[config.mk]
export PLATFORM = sky130hd
export DESIGN_NAME = bfnp_train_scheduler
export DESIGN_NICKNAME = d
export VERILOG_FILES = /design/src/rtl/bfnp_train_scheduler.sv
export SDC_FILE = /design/constraint.sdc
export NUM_CORES = 1
export LEC_CHECK = 0
export CAP_MARGIN = 30
export CORE_UTILIZATION = 55
export CTS_CLUSTER_DIAMETER = 120
export DETAILED_ROUTE_END_ITERATION = 8
export PLACE_DENSITY = 0.77
export SLEW_MARGIN = 20
export SYNTH_ARGS = -nofsm -noshare
export SYNTH_HDL_FRONTEND = slang
export SYNTH_SLANG_ARGS = --single-unit
[constraint.sdc]
create_clock -name clk -period 3.15 [get_ports clk]
set_input_delay 0.63 -clock clk [delete_from_list [all_inputs] [get_ports clk]]
set_output_delay 0.63 -clock clk [all_outputs]
set_load 0.01 [all_outputs]
[src/rtl/bfnp_train_scheduler.sv]
// Training scheduler for the bias-free perceptron predictor: queues resolved branches
// and sequences BST / conv / BF table writes around fetch-stage lookups.
module bfnp_train_scheduler #(
    parameter int DEPTH = 4,
    parameter int THETA = 45,
    parameter int CNT_W = 16
) (
    input  logic             clk,
    input  logic             rst,
    input  logic             req_valid,
    output logic             req_ready,
    input  logic             req_dir,
    input  logic             req_pred,
    input  logic [8:0]       req_sum,
    input  logic [1:0]       req_status,
    input  logic             pred_busy,
    output logic             bst_wr_en,
    output logic [1:0]       bst_status_new,
    output logic             conv_wr_en,
    output logic             bf_wr_en,
    output logic             upd_dir,
    output logic             flush,
    output logic             busy,
    output logic [CNT_W-1:0] train_cnt,
    output logic [CNT_W-1:0] mispred_cnt
);
    localparam int AW = $clog2(DEPTH);
    localparam logic [AW:0] FULL = (AW+1)'(DEPTH);

    typedef struct packed {
        logic       dir;
        logic       pred;
        logic [8:0] sum;
        logic [1:0] status;
    } train_req_t;

    typedef enum logic [2:0] {IDLE, DECIDE, WR_BST, WR_CONV, WR_BF} state_t;

    train_req_t    mem [DEPTH];
    train_req_t    work;
    logic [AW-1:0] wr_ptr, rd_ptr;
    logic [AW:0]   count;
    state_t        state, state_d;
    logic [1:0]    new_status, new_status_d;
    logic          push, pop, in_wr, train_hit;
    logic [9:0]    sum_ext, sum_abs;

    // No bypass: readiness depends on the registered count alone.
    assign req_ready = (count != FULL);
    assign push      = req_valid && req_ready;
    assign pop       = (state == IDLE) && (count != '0);
    assign busy      = (state != IDLE) || (count != '0);

    always_ff @(posedge clk) begin
        if (push)
            mem[wr_ptr] <= '{dir: req_dir, pred: req_pred, sum: req_sum, status: req_status};
    end

    always_ff @(posedge clk) begin
        if (rst) begin
            wr_ptr <= '0;
            rd_ptr <= '0;
            count  <= '0;
        end else begin
            if (push) wr_ptr <= wr_ptr + 1'b1;
            if (pop)  rd_ptr <= rd_ptr + 1'b1;
            count <= count + {{AW{1'b0}}, push} - {{AW{1'b0}}, pop};
        end
    end

    // Sign-extend before negating so -256 maps to 256 rather than back to itself.
    assign sum_ext   = {work.sum[8], work.sum};
    assign sum_abs   = sum_ext[9] ? (~sum_ext + 10'd1) : sum_ext;
    assign train_hit = (work.pred != work.dir) || (sum_abs <= 10'(THETA));

    always_comb begin
        state_d      = state;
        new_status_d = new_status;
        bst_wr_en    = 1'b0;
        conv_wr_en   = 1'b0;
        bf_wr_en     = 1'b0;
        unique case (state)
            IDLE: if (count != '0) state_d = DECIDE;
            DECIDE: begin
                state_d = IDLE;
                unique case (work.status)
                    2'b00: begin
                        state_d      = WR_BST;
                        new_status_d = work.dir ? 2'b01 : 2'b10;
                    end
                    2'b01: if (work.dir) begin
                        state_d      = WR_BST;
                        new_status_d = 2'b11;
                    end
                    2'b10: if (!work.dir) begin
                        state_d      = WR_BST;
                        new_status_d = 2'b11;
                    end
                    default: if (train_hit) begin
                        state_d      = WR_CONV;
                        new_status_d = 2'b11;
                    end
                endcase
            end
            WR_BST: if (!pred_busy) begin
                bst_wr_en = 1'b1;
                state_d   = IDLE;
            end
            WR_CONV: if (!pred_busy) begin
                conv_wr_en = 1'b1;
                state_d    = WR_BF;
            end
            WR_BF: if (!pred_busy) begin
                bf_wr_en = 1'b1;
                state_d  = IDLE;
            end
            default: state_d = IDLE;
        endcase
    end

    assign in_wr          = (state == WR_BST) || (state == WR_CONV) || (state == WR_BF);
    assign upd_dir        = in_wr && work.dir;
    assign bst_status_new = in_wr ? new_status : 2'b00;

    always_ff @(posedge clk) begin
        if (rst) begin
            state       <= IDLE;
            new_status  <= 2'b00;
            work        <= '0;
            flush       <= 1'b0;
            train_cnt   <= '0;
            mispred_cnt <= '0;
        end else begin
            state      <= state_d;
            new_status <= new_status_d;
            if (pop) work <= mem[rd_ptr];
            flush <= push && (req_pred != req_dir);
            if (push && (req_pred != req_dir) && (mispred_cnt != '1))
                mispred_cnt <= mispred_cnt + 1'b1;
            if (bf_wr_en && (train_cnt != '1))
                train_cnt <= train_cnt + 1'b1;
        end
    end
endmodule

==> impl_summary.log, run 1 <==
[metrics] run status: finished, final reports clean
[metrics] nets@finish: 496
[metrics] R2R cell count: 11
[metrics] Die Ht: 95.69 um
[metrics] fraction of the yosys area taken by sequential cells: 56.40%
[metrics] cells after synthesis: 418
[metrics] worst-margin pin slew: 0.7035 ns
[metrics] count of input and output buffers: 57
[metrics] minimum clock period after layout: 2.792 ns
[metrics] mean number of vias per cell: 5.553
[metrics] effective utilization at floorplan: 57.88%
[metrics] Clock transition at path regs: 0.10 ns
[metrics] clock sink count: 110
[metrics] period utilisation layout: 88.64%
[metrics] top library cells by usage in the layout, fill and taps aside: sky130_fd_sc_hd__dfxtp_1, sky130_fd_sc_hd__clkdlybuf4s50_1, sky130_fd_sc_hd__nor2_1, sky130_fd_sc_hd__edfxtp_1, sky130_fd_sc_hd__nand2_1
[metrics] clock tree from TritonCTS: built
[metrics] combined buffer and inverter count along the critical path: 2
[metrics] Tot GR Track Use: 21.54%
[metrics] vias: 3215
[metrics] Core Region: 8341 um^2
[metrics] Seq cells post-synth: 110
[metrics] most used flip-flop cell after synthesis: sky130_fd_sc_hd__dfxtp_1
[metrics] ratio of cells with drive above 1 in the final layout: 9.705%
[metrics] post-cts hold buffer count: 0
[metrics] horizontal die dimension: 95.69 um
[metrics] total routed wirelength: 8853 um
[metrics] total congestion overflow after global routing: 0
[metrics] CP Launch Type: primary input
[metrics] Post-DRT Antenna Nets: 0
[metrics] Hold WC Path Type: flip-flop to flip-flop
[metrics] number of diodes: 0
[metrics] power per cell area: 691.3 nW/um^2
[metrics] routing usage on met2: 35.24%
[metrics] clock root buffer: sky130_fd_sc_hd__clkbuf_8
[metrics] final setup TNS: 0 ns
[metrics] critical path depth in cells: 3
[metrics] Critical Path AT: 2.16 ns
[metrics] met3 usage in global routing: 4.386%
[metrics] Cell Area, Synth: 4827 um^2
[metrics] total nets after synthesis: 445
[metrics] upper clock frequency limit: 358.1 MHz
[metrics] estimated wirelength of the detail-placed design: 5995 um
[metrics] area added between synthesis and finish: 17.88%
[metrics] highest cell delay on the worst timing path: 0.60 ns
[metrics] number of enable flip-flop cells after synthesis: 52
[metrics] Maximum Capacitance Violations: 0
[metrics] unrepaired setup endpoints after global routing: no
[metrics] post-CTS sizing: 0
[metrics] CTS buffer count: 9
[metrics] maximum fanout encountered on the critical timing path: 7
[metrics] post-layout util: 68.23%
[metrics] count of unique library cells instantiated by Yosys: 55
[metrics] max_slew headroom: 53.03%
[metrics] met1 GRT Util: 29.26%
[metrics] top cells by area in the synthesized netlist: sky130_fd_sc_hd__edfxtp_1, sky130_fd_sc_hd__dfxtp_1, sky130_fd_sc_hd__mux4_2
[metrics] Final GP Congestion: 0.7587
[metrics] I/O Pins: 58
[metrics] CP top delay family: buffers and inverters
[metrics] dpl ws: 0.3489 ns
[metrics] most frequent standard cell in the layout excluding fill and tap cells: sky130_fd_sc_hd__dfxtp_1
[metrics] drc violations: 0
[metrics] deepest level of the CTS H-tree: 3
[metrics] fraction of synthesis flops using an asynchronous set or reset pin: 0%
[metrics] routed length per placed instance: 15.29 um
[metrics] count of final max-slew check failures: 0
[metrics] Synth area leader: sky130_fd_sc_hd__edfxtp_1
[metrics] setup ws final: 0.3578 ns
[metrics] minimum hold slack: 0.4966 ns
[metrics] final clock skew: 0.01479 ns
[metrics] initial antenna violation count: 0
[metrics] Clk Latency, worst-skew pair: 0.37 ns
[metrics] mean cell area of the mapped netlist: 11.55 um^2
[metrics] Iter 0 DRT Violations: 200
[metrics] endpoint type of the worst setup path: output pin
[metrics] drt pass-1 iters: 4
[metrics] Hold Path Depth: 2
[metrics] wire length of the first global-routing pass: 14810 um
[metrics] buffers from clock root to sink, at most: 2
[metrics] layer carrying the most global-route usage: met2
[metrics] std cell rows: 33
[metrics] Peak supply drop: 372.0 uV
[metrics] Yosys top cell area share: 32.35%
[metrics] critical path cell sequence: clkdlybuf4s50_1 > nor4b_4 > clkdlybuf4s50_1
[metrics] CP Data Required Time: 2.52 ns
[metrics] setup violation total in the final timing report: 0
[metrics] maximum number of pins on one net before global-route repair: 59
[metrics] Final Hold Viols: 0
[metrics] library cell contributing the largest single delay on the critical path: sky130_fd_sc_hd__clkdlybuf4s50_1
[metrics] vias in the first global route: 3086
[metrics] number of warnings issued by yosys: 0
[metrics] standby leakage power: 0.001893 uW
[metrics] buffers inserted during post-CTS setup optimization: 0
[metrics] cell type with the highest occurrence count on the critical path: sky130_fd_sc_hd__clkdlybuf4s50_1
[metrics] type of the worst setup path: primary input to output pin
[metrics] die area: 9156 um^2
worst min-delay path, cell delays in order (launching register included):
cell and delay (ns):
sky130_fd_sc_hd__dfxtp_1 0.34, sky130_fd_sc_hd__nand2_1 0.06, sky130_fd_sc_hd__a21oi_1 0.05
path summary, 6_finish.rpt:
path,from,to,slack (ns)
hold reg to reg,sum_ext[7],sum_ext[7],0.50
setup reg to reg,count[1],count[2],0.60
hold / removal,sum_ext[7],sum_ext[7],0.50
setup / recovery,pred_busy,bf_wr_en,0.36
registers in the layout (all words and copies together), names as in the netlist:
| signal | flops |
|---|---|
| mem | 52 |
| mispred_cnt | 16 |
| train_cnt | 16 |
| sum_ext | 9 |
| work | 4 |
| count | 3 |
| state | 3 |
| new_status | 2 |
| rd_ptr | 2 |
| wr_ptr | 2 |
| flush | 1 |
kinds of logic after synthesis:
family | after synthesis | share of synthesized area [%]
compound gates | 51 | 7.076
flops | 110 | 56.40
buf+inv | 31 | 2.644
fa+ha+maj | 10 | 2.748
mux | 19 | 7.310
simple gates | 163 | 17.65
xor+xnor | 34 | 6.169
synthesized netlist by cell type, types with 6 or more instances:
cell and count:
sky130_fd_sc_hd__inv_1 9, sky130_fd_sc_hd__mux4_2 13, sky130_fd_sc_hd__nand4_1 12, sky130_fd_sc_hd__edfxtp_1 52
sky130_fd_sc_hd__ha_1 9, sky130_fd_sc_hd__o21ai_0 6, sky130_fd_sc_hd__a21oi_1 27, sky130_fd_sc_hd__clkbuf_1 13
sky130_fd_sc_hd__and3_1 9, sky130_fd_sc_hd__xnor2_1 14, sky130_fd_sc_hd__xor2_1 20, sky130_fd_sc_hd__dfxtp_1 58
sky130_fd_sc_hd__nor2_1 52, sky130_fd_sc_hd__nand2_1 41, sky130_fd_sc_hd__mux2i_1 6, sky130_fd_sc_hd__nand3_1 8
per-layer routing:
| metal | up-vias | part of all wire [%] | routed length (um) |
|---|---|---|---|
| met5 | - | 0 | 0 |
| met4 | 0 | 1.0 | 91 |
| met3 | 7 | 3.4 | 299 |
| met2 | 54 | 49 | 4368 |
| met1 | 1542 | 46 | 4094 |
| li1 | 1612 | - | - |
area by class of cell:
type	instances	area, um^2
flip-flops and latches	110	2723
clock buffers	10	127.6
inverters	10	37.54
repair buffers	61	608.1
fillers	631	2650
well taps	105	131.4
multi-input cells	277	1977
clock inverters	6	86.33
report_power, final:
part	switching (uW)	internal [uW]	total, uW
clock network	497	390	887
registers	217	1700	1910
logic	593	539	1130
total	1310	2630	3930
stage by stage:
step | power [uW] | std cells | instance area [um^2]
after floorplan | 2774 | 418 | 4827
after global placement | 3009 | 562 | 5456
after detailed placement | 3062 | 562 | 5456
after CTS | 3967 | 578 | 5670
after global routing | 4185 | 579 | 5690
final | 3934 | 579 | 5690
(Power assumes the default switching activity.)
==> run 2: changes to the inputs <==
CELL_PAD_IN_SITES_DETAIL_PLACEMENT = 0   (was unset)
CELL_PAD_IN_SITES_GLOBAL_PLACEMENT = 1   (was unset)
CORE_UTILIZATION = 50   (was 55)
CTS_CLUSTER_SIZE = 40   (was unset)
DONT_BUFFER_PORTS = 1   (was unset)
PLACE_DENSITY = 0.76   (was 0.77)
==> run 2 against run 1 <==
Global-route usage is 4.0 points lower; sequential share of layout area grew 5.3 points; die area rose by 9.8%; non-clock buffer count fell by 58; setup slack improved by 0.17 ns; clock-buffer cell count fell by 1; highest routed layer unchanged; cell count decreased by 5.9%; cell area fell by 10%; via count shrank 8.4%; first-iteration DRC count is 61% lower; combinational power decreased by 11%.
==> impl_summary.log, run 2 (synthesized netlist as in run 1, its figures left out) <==
[metrics] run status: finished, final reports clean
[metrics] buffers inserted during post-CTS setup optimization: 0 (unchanged)
[metrics] endpoint type of the worst setup path: flip-flop
[metrics] power per cell area: 735.1 nW/um^2 (+6.3%)
[metrics] Hold WC Path Type: primary input to flip-flop
[metrics] Peak supply drop: 342.9 uV (-7.8%)
[metrics] top library cells by usage in the layout, fill and taps aside: sky130_fd_sc_hd__dfxtp_1, sky130_fd_sc_hd__nor2_1, sky130_fd_sc_hd__edfxtp_1
[metrics] nets@finish: 438 (-12%)
[metrics] Final GP Congestion: 0.7332 (-3.4%)
[metrics] Iter 0 DRT Violations: 79 (-61%)
[metrics] Critical Path AT: 2.89 ns (+0.73 ns)
[metrics] drt pass-1 iters: 4 (unchanged)
[metrics] setup violation total in the final timing report: 0 (unchanged)
[metrics] Clk Latency, worst-skew pair: 0.37 ns (about the same)
[metrics] library cell contributing the largest single delay on the critical path: sky130_fd_sc_hd__ha_1
[metrics] total routed wirelength: 8366 um (-5.5%)
[metrics] Die Ht: 100.3 um (+4.8%)
[metrics] horizontal die dimension: 100.3 um (+4.8%)
[metrics] Maximum Capacitance Violations: 0 (unchanged)
[metrics] post-cts hold buffer count: 0 (unchanged)
[metrics] CTS buffer count: 9 (unchanged)
[metrics] maximum number of pins on one net before global-route repair: 59 (unchanged)
[metrics] post-CTS sizing: 0 (unchanged)
[metrics] final clock skew: 0.01896 ns (+0.004168 ns)
[metrics] dpl ws: 0.5057 ns (+0.1568 ns)
[metrics] vias: 2944 (-8.4%)
[metrics] drc violations: 0 (unchanged)
[metrics] minimum clock period after layout: 2.618 ns (-0.1745 ns)
[metrics] I/O Pins: 58 (unchanged)
[metrics] clock sink count: 110 (unchanged)
[metrics] total congestion overflow after global routing: 0 (unchanged)
[metrics] upper clock frequency limit: 382.0 MHz (+6.7%)
[metrics] CP top delay family: adder cells
[metrics] Final Instance Area: 5119 um^2 (-10%)
[metrics] combined buffer and inverter count along the critical path: 3 (+1)
[metrics] vias in the first global route: 2775 (-10%)
[metrics] number of diodes: 0 (unchanged)
[metrics] Cell Area, Placed: 4921 um^2 (-9.8%)
[metrics] initial antenna violation count: 0 (unchanged)
[metrics] ratio of cells with drive above 1 in the final layout: 10.82% (+1.1 points)
[metrics] Tot GR Track Use: 17.55% (-4.0 points)
[metrics] max reg flops: 52 (unchanged)
[metrics] worst-margin pin slew: 0.7185 ns (+0.01495 ns)
[metrics] count of placed standard cells including taps: 529 (-5.9%)
[metrics] count of final max-slew check failures: 0 (unchanged)
[metrics] count of input and output buffers: 0 (-100%)
[metrics] area added between synthesis and finish: 6.039%
[metrics] Largest Register: mem
[metrics] final setup TNS: 0 ns (unchanged)
[metrics] routed length per placed instance: 15.35 um (+0.39%)
[metrics] std cell rows: 35 (+6.1%)
[metrics] mean number of vias per cell: 5.402 (-2.7%)
[metrics] CP Launch Type: flip-flop
[metrics] max_slew headroom: 52.04% (-1.0 points)
[metrics] type of the worst setup path: flip-flop to flip-flop
[metrics] buffers from clock root to sink, at most: 2 (unchanged)
[metrics] final standard cell count with taps included and fillers excluded: 545 (-5.9%)
[metrics] clock root buffer: sky130_fd_sc_hd__clkbuf_8
[metrics] post-layout util: 55.13% (-13 points)
[metrics] Core Region: 9284 um^2 (+11%)
[metrics] Post-DRT Antenna Nets: 0 (unchanged)
[metrics] CP Data Required Time: 3.42 ns (+0.90 ns)
[metrics] standby leakage power: 0.001673 uW (-12%)
[metrics] estimated wirelength of the detail-placed design: 5614 um (-6.3%)
[metrics] largest registers: mem: 52 flops, mispred_cnt: 16 flops, train_cnt: 16 flops
[metrics] maximum fanout encountered on the critical timing path: 16 (+9)
[metrics] wire length of the first global-routing pass: 13720 um (-7.4%)
[metrics] effective utilization at floorplan: 51.99% (-5.9 points)
[metrics] setup ws final: 0.5322 ns (+0.1745 ns)
[metrics] Clock transition at path regs: 0.11 ns (about the same)
[metrics] period utilisation layout: 83.10% (-5.5 points)
[metrics] die area: 10050 um^2 (+9.8%)
[metrics] deepest level of the CTS H-tree: 3 (unchanged)
[metrics] clock tree from TritonCTS: built
[metrics] critical path cell sequence: nor3_1 > or4_1 > clkinv_1 > ha_1 > inv_1 > ha_1 > inv_1 > fa_1 > xor2_1 > xnor2_1 > nor2_1
[metrics] most frequent standard cell in the layout excluding fill and tap cells: sky130_fd_sc_hd__dfxtp_1
[metrics] highest cell delay on the worst timing path: 0.42 ns (-0.18 ns)
[metrics] Final Hold Viols: 0 (unchanged)
[metrics] unrepaired setup endpoints after global routing: no
[run 2: routing by layer]
metal  up-vias  share of wire [%]  wire length (um)  GRT usage [%]
met5         -                  0                 0              0
met4         0                1.0                87          4.682
met3         7                3.4               287          4.666
met2        43                 45              3805          25.18
met1      1404                 50              4185          26.26
li1       1490                  -                 -              -
[run 2: final timing paths]
path,slack (ns),end,from,cells past startpoint
worst max-delay path,0.53,count[2],count[1],11
worst min-delay path,0.32,train_cnt[0],rst,1
worst max register to register,0.53,count[2],count[1],11
worst min register to register,0.48,work[11],work[11],2
[run 2: per-stage QoR]
stage	total power, uW	hold slack [ns]
final	3763	0.3195
after global routing	4026	0.2808
after CTS	3809	0.2930
after detailed placement	2974	0.4732
after global placement	2941	0.4632
after floorplan	2774	0.4488
[run 2: report_power, final]
group	switching (uW)	internal (uW)
Clock	520	316
Sequential	217	1700
Combinational	545	468
Total	1280	2480
[run 2: area by class of cell]
cell class / count / area (um^2)
clock buffers: 9 / 123.9
well taps: 129 / 161.4
fillers: 830 / 4165
repair buffers: 3 / 22.52
flip-flops and latches: 110 / 2723
clock inverters: 7 / 73.82
inverters: 10 / 37.54
multi-input cells: 277 / 1977
